<file path="config.mk">
export PLATFORM = sky130hd
export DESIGN_NAME = monitor_slave_mc
export DESIGN_NICKNAME = d
export VERILOG_FILES = /design/src/rtl/monitor_pkg.sv /design/src/rtl/la_ring_buffer.sv /design/src/rtl/monitor_slave_mc.sv
export SDC_FILE = /design/constraint.sdc
export NUM_CORES = 2
export LEC_CHECK = 0
export ABC_AREA = 1
export BUFFER_PORTS_ARGS = -buffer_cell sky130_fd_sc_hd__buf_2
export CAP_MARGIN = 20
export CORE_ASPECT_RATIO = 0.9
export CORE_MARGIN = 8
export CORE_UTILIZATION = 35
export CTS_CLUSTER_DIAMETER = 100
export CTS_CLUSTER_SIZE = 8
export DETAILED_ROUTE_END_ITERATION = 12
export GPL_TIMING_DRIVEN = 0
export PLACE_DENSITY = 0.5
export SLEW_MARGIN = 20
export SYNTH_ARGS = -nofsm -noshare
export SYNTH_HDL_FRONTEND = slang
export SYNTH_SLANG_ARGS = --single-unit
</file>
<file path="constraint.sdc">
create_clock -name CLK -period 7.1 [get_ports CLK]
set_clock_uncertainty 0.15 [all_clocks]
set_input_delay 1.42 -clock CLK [delete_from_list [all_inputs] [get_ports CLK]]
set_output_delay 1.42 -clock CLK [all_outputs]
set_load 0.02 [all_outputs]
</file>
<file path="src/rtl/monitor_pkg.sv">
// Shared constants and types for the multi-channel monitor card:
// address map offsets, STATUS/CTRL bit positions and the slave FSM states.
package monitor_pkg;

  localparam int REGION_BIT = 9;

  localparam logic [2:0] REG_STATUS = 3'd0;
  localparam logic [2:0] REG_C      = 3'd1;
  localparam logic [2:0] REG_D      = 3'd2;
  localparam logic [2:0] REG_CTRL   = 3'd3;
  localparam logic [2:0] REG_COUNT  = 3'd4;

  localparam int ST_FULL    = 0;
  localparam int ST_WRAPPED = 1;
  localparam int ST_FREEZE  = 2;
  localparam int ST_INIT    = 3;
  localparam int ST_STOPN   = 4;
  localparam int ST_ID_LSB  = 8;

  localparam int CTRL_MODE   = 0;
  localparam int CTRL_CLEAR  = 1;
  localparam int CTRL_FREEZE = 2;

  typedef enum logic [1:0] {
    S_IDLE = 2'd0,
    S_ADDR = 2'd1,
    S_ACK  = 2'd2
  } slave_state_t;

  // Assembles the STATUS word from the live card flags.
  function automatic logic [31:0] packStatus(input logic [7:0] id,
                                             input logic stopN,
                                             input logic inInit,
                                             input logic freeze,
                                             input logic wrapped,
                                             input logic full);
    logic [31:0] status;
    status                     = '0;
    status[ST_ID_LSB +: 8]     = id;
    status[ST_STOPN]           = stopN;
    status[ST_INIT]            = inInit;
    status[ST_FREEZE]          = freeze;
    status[ST_WRAPPED]         = wrapped;
    status[ST_FULL]            = full;
    return status;
  endfunction

endpackage

</file>
<file path="src/rtl/la_ring_buffer.sv">
// Per-channel capture RAM with shared write pointer, saturating count and wrap flag.
// The read port is synchronous and returns entries oldest-first.
module la_ring_buffer #(
  parameter int DATA_W = 32,
  parameter int DEPTH  = 32,
  parameter int NUM_CH = 2
) (
  input  logic                       i_clk,
  input  logic                       i_reset,
  input  logic                       i_cap,
  input  logic                       i_clear,
  input  logic                       i_mode,
  input  logic [NUM_CH*DATA_W-1:0]   i_din,
  input  logic                       i_rd_en,
  input  logic [2:0]                 i_rd_ch,
  input  logic [5:0]                 i_rd_idx,
  output logic [DATA_W-1:0]          o_rd_data,
  output logic [$clog2(DEPTH):0]     o_count,
  output logic                       o_wrapped,
  output logic                       o_full
);

  localparam int AW = $clog2(DEPTH);
  localparam int CW = AW + 1;

  logic [DATA_W-1:0] r_mem [NUM_CH][DEPTH];
  logic [DATA_W-1:0] r_rd_word [NUM_CH];
  logic [AW-1:0]     r_wr_ptr;
  logic [CW-1:0]     r_count;
  logic              r_wrapped;
  logic [2:0]        r_rd_ch;
  logic              r_rd_valid;

  logic [AW-1:0]     w_oldest;
  logic [AW-1:0]     w_phys;
  logic              w_rd_valid;

  assign o_full    = (r_count == CW'(DEPTH));
  assign o_count   = r_count;
  assign o_wrapped = r_wrapped;

  assign w_oldest   = r_wrapped ? r_wr_ptr : '0;
  assign w_phys     = w_oldest + i_rd_idx[AW-1:0];
  assign w_rd_valid = (int'(i_rd_idx) < int'(r_count)) && (int'(i_rd_ch) < NUM_CH);

  // Clear has priority over capture so a simultaneous sample is dropped.
  always_ff @(posedge i_clk) begin
    if (i_reset || i_clear) begin
      r_wr_ptr  <= '0;
      r_count   <= '0;
      r_wrapped <= 1'b0;
    end else if (i_cap) begin
      r_wr_ptr <= r_wr_ptr + AW'(1);
      if (!o_full) begin
        r_count <= r_count + CW'(1);
      end
      if (!i_mode && (r_wr_ptr == AW'(DEPTH - 1))) begin
        r_wrapped <= 1'b1;
      end
    end
  end

  // Each channel RAM has one write and one read port; reads see pre-write data.
  always_ff @(posedge i_clk) begin
    if (i_cap && !i_clear) begin
      for (int k = 0; k < NUM_CH; k++) begin
        r_mem[k][r_wr_ptr] <= i_din[k*DATA_W +: DATA_W];
      end
    end
    if (i_rd_en) begin
      for (int k = 0; k < NUM_CH; k++) begin
        r_rd_word[k] <= r_mem[k][w_phys];
      end
    end
  end

  always_ff @(posedge i_clk) begin
    if (i_reset) begin
      r_rd_ch    <= '0;
      r_rd_valid <= 1'b0;
    end else if (i_rd_en) begin
      r_rd_ch    <= i_rd_ch;
      r_rd_valid <= w_rd_valid;
    end
  end

  always_comb begin
    o_rd_data = '0;
    for (int k = 0; k < NUM_CH; k++) begin
      if (r_rd_valid && (r_rd_ch == 3'(k))) begin
        o_rd_data = r_rd_word[k];
      end
    end
  end

endmodule

</file>
<file path="src/rtl/monitor_slave_mc.sv">
// Multi-channel monitor card: capture gating, CTRL register and the
// CARD_SEL/SACK_N slave FSM serving buffer and register reads.
module monitor_slave_mc
  import monitor_pkg::*;
#(
  parameter int          DATA_W  = 32,
  parameter int          DEPTH   = 32,
  parameter int          NUM_CH  = 2,
  parameter logic [7:0]  CARD_ID = 8'h4C
) (
  input  logic                      CLK,
  input  logic                      RESET,
  input  logic                      CARD_SEL,
  input  logic [9:0]                AI,
  input  logic                      WR_IN_N,
  input  logic [31:0]               C_IN,
  input  logic [31:0]               D_IN,
  input  logic [31:0]               C_DATA,
  input  logic                      step_en,
  input  logic                      in_init,
  input  logic                      stop_n,
  input  logic [NUM_CH*DATA_W-1:0]  DIN,
  output logic                      SACK_N,
  output logic [31:0]               SDO,
  output logic [4:0]                REG_ADDR
);

  localparam int CW = $clog2(DEPTH) + 1;

  slave_state_t      r_state;
  logic              r_region;
  logic              r_wr;
  logic [2:0]        r_reg_sel;
  logic [2:0]        r_wdata;
  logic              r_mode;
  logic              r_freeze;

  logic [CW-1:0]     w_count;
  logic              w_full;
  logic              w_wrapped;
  logic              w_cap;
  logic              w_ctrl_wr;
  logic              w_clear;
  logic              w_rd_en;
  logic [DATA_W-1:0] w_buf_data;
  logic [31:0]       w_rd_data;
  logic              w_unused_cdata;

  assign REG_ADDR       = AI[4:0];
  assign w_unused_cdata = ^C_DATA[31:3];

  assign w_cap     = step_en & ~in_init & stop_n & ~r_freeze & ~(r_mode & w_full);
  assign w_ctrl_wr = (r_state == S_ADDR) && r_wr && r_region && (r_reg_sel == REG_CTRL);
  assign w_clear   = w_ctrl_wr && r_wdata[CTRL_CLEAR];
  assign w_rd_en   = (r_state == S_IDLE) && CARD_SEL;

  la_ring_buffer #(
    .DATA_W (DATA_W),
    .DEPTH  (DEPTH),
    .NUM_CH (NUM_CH)
  ) u_ring (
    .i_clk     (CLK),
    .i_reset   (RESET),
    .i_cap     (w_cap),
    .i_clear   (w_clear),
    .i_mode    (r_mode),
    .i_din     (DIN),
    .i_rd_en   (w_rd_en),
    .i_rd_ch   (AI[8:6]),
    .i_rd_idx  (AI[5:0]),
    .o_rd_data (w_buf_data),
    .o_count   (w_count),
    .o_wrapped (w_wrapped),
    .o_full    (w_full)
  );

  // Mode/freeze change on the ADDR->ACK edge, so a capture on that edge still uses the old values.
  always_ff @(posedge CLK) begin
    if (RESET) begin
      r_mode   <= 1'b0;
      r_freeze <= 1'b0;
    end else if (w_ctrl_wr) begin
      r_mode   <= r_wdata[CTRL_MODE];
      r_freeze <= r_wdata[CTRL_FREEZE];
    end
  end

  always_comb begin
    w_rd_data = '0;
    if (!r_wr) begin
      if (!r_region) begin
        w_rd_data = 32'(w_buf_data);
      end else begin
        case (r_reg_sel)
          REG_STATUS: w_rd_data = packStatus(CARD_ID, stop_n, in_init, r_freeze, w_wrapped, w_full);
          REG_C:      w_rd_data = C_IN;
          REG_D:      w_rd_data = D_IN;
          REG_CTRL:   w_rd_data = {29'b0, r_freeze, 1'b0, r_mode};
          REG_COUNT:  w_rd_data = {25'b0, 7'(w_count)};
          default:    w_rd_data = '0;
        endcase
      end
    end
  end

  always_ff @(posedge CLK) begin
    if (RESET) begin
      r_state   <= S_IDLE;
      SACK_N    <= 1'b1;
      SDO       <= '0;
      r_region  <= 1'b0;
      r_wr      <= 1'b0;
      r_reg_sel <= '0;
      r_wdata   <= '0;
    end else begin
      case (r_state)
        S_IDLE: begin
          if (CARD_SEL) begin
            r_region  <= AI[REGION_BIT];
            r_reg_sel <= AI[2:0];
            r_wr      <= ~WR_IN_N;
            r_wdata   <= C_DATA[2:0];
            r_state   <= S_ADDR;
          end
        end
        S_ADDR: begin
          SDO     <= w_rd_data;
          SACK_N  <= 1'b0;
          r_state <= S_ACK;
        end
        S_ACK: begin
          if (!CARD_SEL) begin
            SACK_N  <= 1'b1;
            SDO     <= '0;
            r_state <= S_IDLE;
          end
        end
        default: r_state <= S_IDLE;
      endcase
    end
  end

endmodule

</file>
; Word-level counts from Yosys, hierarchy flattened
; Memory sizes are Yosys's and may differ from the RTL's.
; Cells that the tools add are included.
[op_classes]
n_addsub = 3
multipliers = 0
div_mod_pow = 0
n_lt_le_gt_ge = 5
eq_ne = 11
shift = 0
n_mux = 25
n_bitwise = 12
n_reduce_logical = 23
[op_table]
columns = op, n
row1 = 1024-bit 2-to-1 mux, 1
row2 = 32-bit binary-select mux with 5-bit select, 2
row3 = 32-bit 2-to-1 mux, 10
row4 = 32-bit demux with 5-bit select, 1
row5 = 32-bit case mux with 5 select lines, 1
row6 = 32-bit case mux with 2 select lines, 1
row7 = 6-bit >= comparator (second input constant), 2
row8 = 5-bit NOT with 6-bit output, 2
row9 = 1-bit logical AND, 11
row10 = 2-bit AND reduction, 5
row11 = 6-bit by 1-bit adder with 6-bit output (second input constant), 1
row12 = 3-bit by 1-bit == test with 1-bit output (second input constant), 2
row13 = 3-bit by 2-bit == test with 1-bit output (second input constant), 2
row14 = 6-bit == test (second input constant), 1
row15 = 3-bit logical NOT, 2
row16 = 6-bit by 1-bit < comparator with 1-bit output (second input constant), 1
row17 = 6-bit < comparator, 1
row18 = 2-bit case mux with 3 select lines, 1
row19 = 5-bit by 1-bit adder with 5-bit output (second input constant), 1
row20 = 5-bit adder, 1
row21 = 1-bit bitwise AND, 5
row22 = 5-bit == test (second input constant), 1
row23 = 5-bit 2-to-1 mux, 1
row24 = 1-bit NOT, 5
row25 = other kinds (12), 18
[word_totals]
ff_bits = 61
latchBits = 0
mem_bits_rw = 2112
romBits = 0
in_bits = 177
wordCells = 95
mem_count = 2
[memory_table]
columns = name, depth, width, read_ports, rd_ports_with_merged_regs, write_ports, line_no
row1 = u_ring.r_mem, 2, 1024, 2, 0, 2, la_ring_buffer.sv:26  ; logic [DATA_W-1:0] r_mem [NUM_CH][DEPTH];
row2 = u_ring.r_rd_word, 2, 32, 2, 0, 2, la_ring_buffer.sv:27  ; logic [DATA_W-1:0] r_rd_word [NUM_CH];

; Logic depth before layout (Yosys ltp)
[logic_depth]
word_depth = 9
depth_mapped = 16
mapped_depth_nobuf = 14

; Modules after synthesis
; Synthesis repeated with hierarchy kept, for this count alone.
[unflattened]
hier_cells = 9231
hier_area_um2 = 94152.8
[modules_own_cells]
columns = module, instances, cells_per_inst, area_per_inst_um2
row1 = la_ring_buffer, 1, 8814, 91604.1
row2 = monitor_slave_mc, 1, 417, 2548.7

; Worst setup path after synthesis
; No wires, ideal clock.
[synth_timing]
path_type = input -> register
from = in in_init
to = mem u_ring.r_mem[0][1000] (netlist bit) (enable)
t_arrival_ns = 4.960
required_time_ns = 6.463
path_slack_ns = 1.504
path_stages = 7
path_buffers = 0
cell_sequence = nor2_1 nand3_1 inv_1 nand2_1 a31oi_1 nand2_1 nor2_1
[synth_lines]
columns = item, line_no
row1 = start: declaration, monitor_slave_mc.sv:20  ; input logic in_init,
row2 = end: declaration, la_ring_buffer.sv:26

==> results.tsv <==
metric	value	unit
Total Power	29.6	mW
critical path arrival	5.70	ns
Hold Path Stages	2	
die height	499	µm
Worst-Margin Slew	1.28	ns
layout cell share with drive strength beyond 1	9.70	%
clock buffer depth	4	
CTS resizes	0	
outcome	finished clean	
die area	276000	µm²
die width	553	µm
RSZ-0062 raised after global routing	false	
ANT nets after route	0	
Ports	215	
Setup Slack @ Placement	1.08	ns
unique cell type count in the Yosys netlist	29	
Initial Util	35.2	%
cts bufs inserted	314	
Slew Limit Fails	0	
Hold Violations, Final	0	
final worst setup slack	1.90	ns
Post-CTS Setup Bufs	0	
R2R Path Start	u_ring.o_wrapped$_SDFFE_PP0P_	
DR vias	62683	
Layout area overhead	18.1	%
core area	258000	µm²
most frequent cells in the layout	nand2_1, edfxtp_1, nand3_1, inv_1, nor2_1	
CTS Hold Bufs	0	
sequential share of the synthesized area	71.1	%
via density per instance	4.96	
CP max FO	10	
Post-Syn Nets	8693	
worst vdd ir	0.176	mV
worst hold slack	0.317	ns
Port Buf Inserts	185	
Mapped Cells	8499	
Tcrit/Tclk final	73.3	%
All-Layer GR Usage	21.5	%
Routed WL	305000	µm
R2R depth	15	
FF+latch count, synth	2173	
vias in the first global route	61618	
antenna violations before repair	33	
CTS tree	yes	
drt initial violations	6215	
largest net degree at the start of global routing	73	
area of the mapped netlist	90900	µm²
Residual DRC	0	
Reg-to-Reg End	u_ring.r_rd_word[0][30]$_DFFE_PP_	
Final nets	9302	
hold crit path type	reg2reg	
syn_area_per_cell	10.7	µm²
Final HPWL DP	220000	µm
max_cap viols	0	
CTS sink cnt	2173	
startpoint type of the worst setup path	primary input	
Max transition margin	14.6	%
Placement Rows	177	
flop-to-flop setup slack	2.04	ns
clk_lat worst skew	0.85	ns
WS Path Type	in2reg	
routed wire length per instance	24.2	µm
worst hold path startpoint	SDO[12]$_SDFFE_PP0P_	
Congestion Overflow GR	0	
drt pass-1 iters	6	
Pwr Density	276	nW/µm²
gpl congestion	0.909	
Final Setup Violations	0	
H-tree depth	5	
Final min period	5.20	ns
clk slew on worst S/H paths	0.05	ns
Setup crit end kind	flop	
Leak	41.9	nW
YS warnings	0	
first-pass GRT wire length	435000	µm
Req. time, crit path	7.60	ns
most common cell after layout, fill and taps aside	nand2_1	
Root Buffer Master	clkbuf_16	
Worst Hold Path EP	SDO[12]$_SDFFE_PP0P_	
f_max	192	MHz
[worst max-delay path, stage by stage]
cell and delay, ns:
buf_2 0.37, ha_1 0.25, inv_1 0.06, fa_1 0.47, buf_2 0.19, inv_2 0.23
buf_2 0.80, clkbuf_1 0.87, nand3_1 0.17, nand3_1 0.14, nand2_1 0.09, nand2_1 0.06
nand3_1 0.19, nand2_1 0.33
[layout make-up]
cell class / instances / area (µm²)
clock inverters: 18 / 289
clock buffers: 386 / 8210
well taps: 3401 / 4260
flip-flops and latches: 2173 / 64600
repair buffers: 293 / 3350
inverters: 506 / 1900
plain buffers: 490 / 2220
diodes: 32 / 80.1
multi-input cells: 5330 / 22400
fillers: 24444 / 151000
[synthesized netlist by cell type (all sizes together)]
cell	count	area [µm²]
a211oi	3	22.5
a21o	1	7.51
a21oi	50	250
a31oi	1	6.26
buf	262	1350
clkbuf	228	856
clkinv	2	7.51
dfxtp	61	1220
edfxtp	2112	63400
fa	1	20.0
ha	16	200
inv	504	1890
nand2	3484	13100
nand3	955	4780
nand4	75	469
nor2	463	1740
nor3	4	25.0
nor3b	1	7.51
o211ai	63	473
o21a	2	15.0
o21ai	207	1040
xnor2	1	8.76
xor2	3	26.3
[kinds of logic after synthesis]
group / synth area share [%]
compound gates: 1.99
buf+inv: 4.51
flops: 71.1
fa+ha+maj: 0.242
simple gates: 22.1
xor+xnor: 0.0385
[worst max-delay path by stage]
stage	from	end	slack, ns	cells past startpoint
2_1_floorplan	in_init	u_ring.r_mem[0][1000]$_DFFE_PP_	1.50	7
3_3_place_gp	in_init	u_ring.r_mem[0][1314]$_DFFE_PP_	-2.31	8
3_5_place_dp	AI[0]	u_ring.r_rd_word[0][30]$_DFFE_PP_	1.08	14
4_1_cts	AI[0]	u_ring.r_rd_word[0][30]$_DFFE_PP_	1.97	14
5_1_grt	AI[0]	u_ring.r_rd_word[0][30]$_DFFE_PP_	1.85	14
6_report	AI[0]	u_ring.r_rd_word[0][30]$_DFFE_PP_	1.90	14
[per-stage QoR]
step | instances | util [%] | cell area (µm²) | TNS (ns)
after global routing | 12612 | 41.5 | 107000 | 0
after global placement | 12085 | 37.2 | 96100 | -3343.43
after detailed placement | 12193 | 38.2 | 98800 | 0
final | 12629 | 41.5 | 107000 | 0
after CTS | 12597 | 41.5 | 107000 | 0
after floorplan | 8499 | - | 90900 | 0
[registers in the layout (all words and copies together), names as in the netlist]
register	flops
u_ring.r_rd_valid	1
u_ring.r_wr_ptr	5
r_wr	1
u_ring.r_rd_ch	3
r_wdata	3
SACK_N	1
u_ring.o_count	6
r_region	1
r_mode	1
r_freeze	1
u_ring.r_mem	2048
u_ring.o_wrapped	1
SDO	32
r_state	2
r_reg_sel	3
u_ring.r_rd_word	64
[power breakdown]
part / internal, mW / switching [mW] / total (mW)
Clock: 8.02 / 5.38 / 13.4
Combinational: 0.446 / 1.54 / 1.99
Sequential: 14.2 / 0.0384 / 14.2
[routing by layer]
layer  GRT usage, %  vias to the layer above  routed length (µm)
li1               -                    29646                   -
met1           28.8                    30426              131000
met2           34.3                     2115              138000
met3           3.24                      496               20000
met4           10.1                        0               16600
met5              0                        -                   0
(Power assumes the default switching activity.)
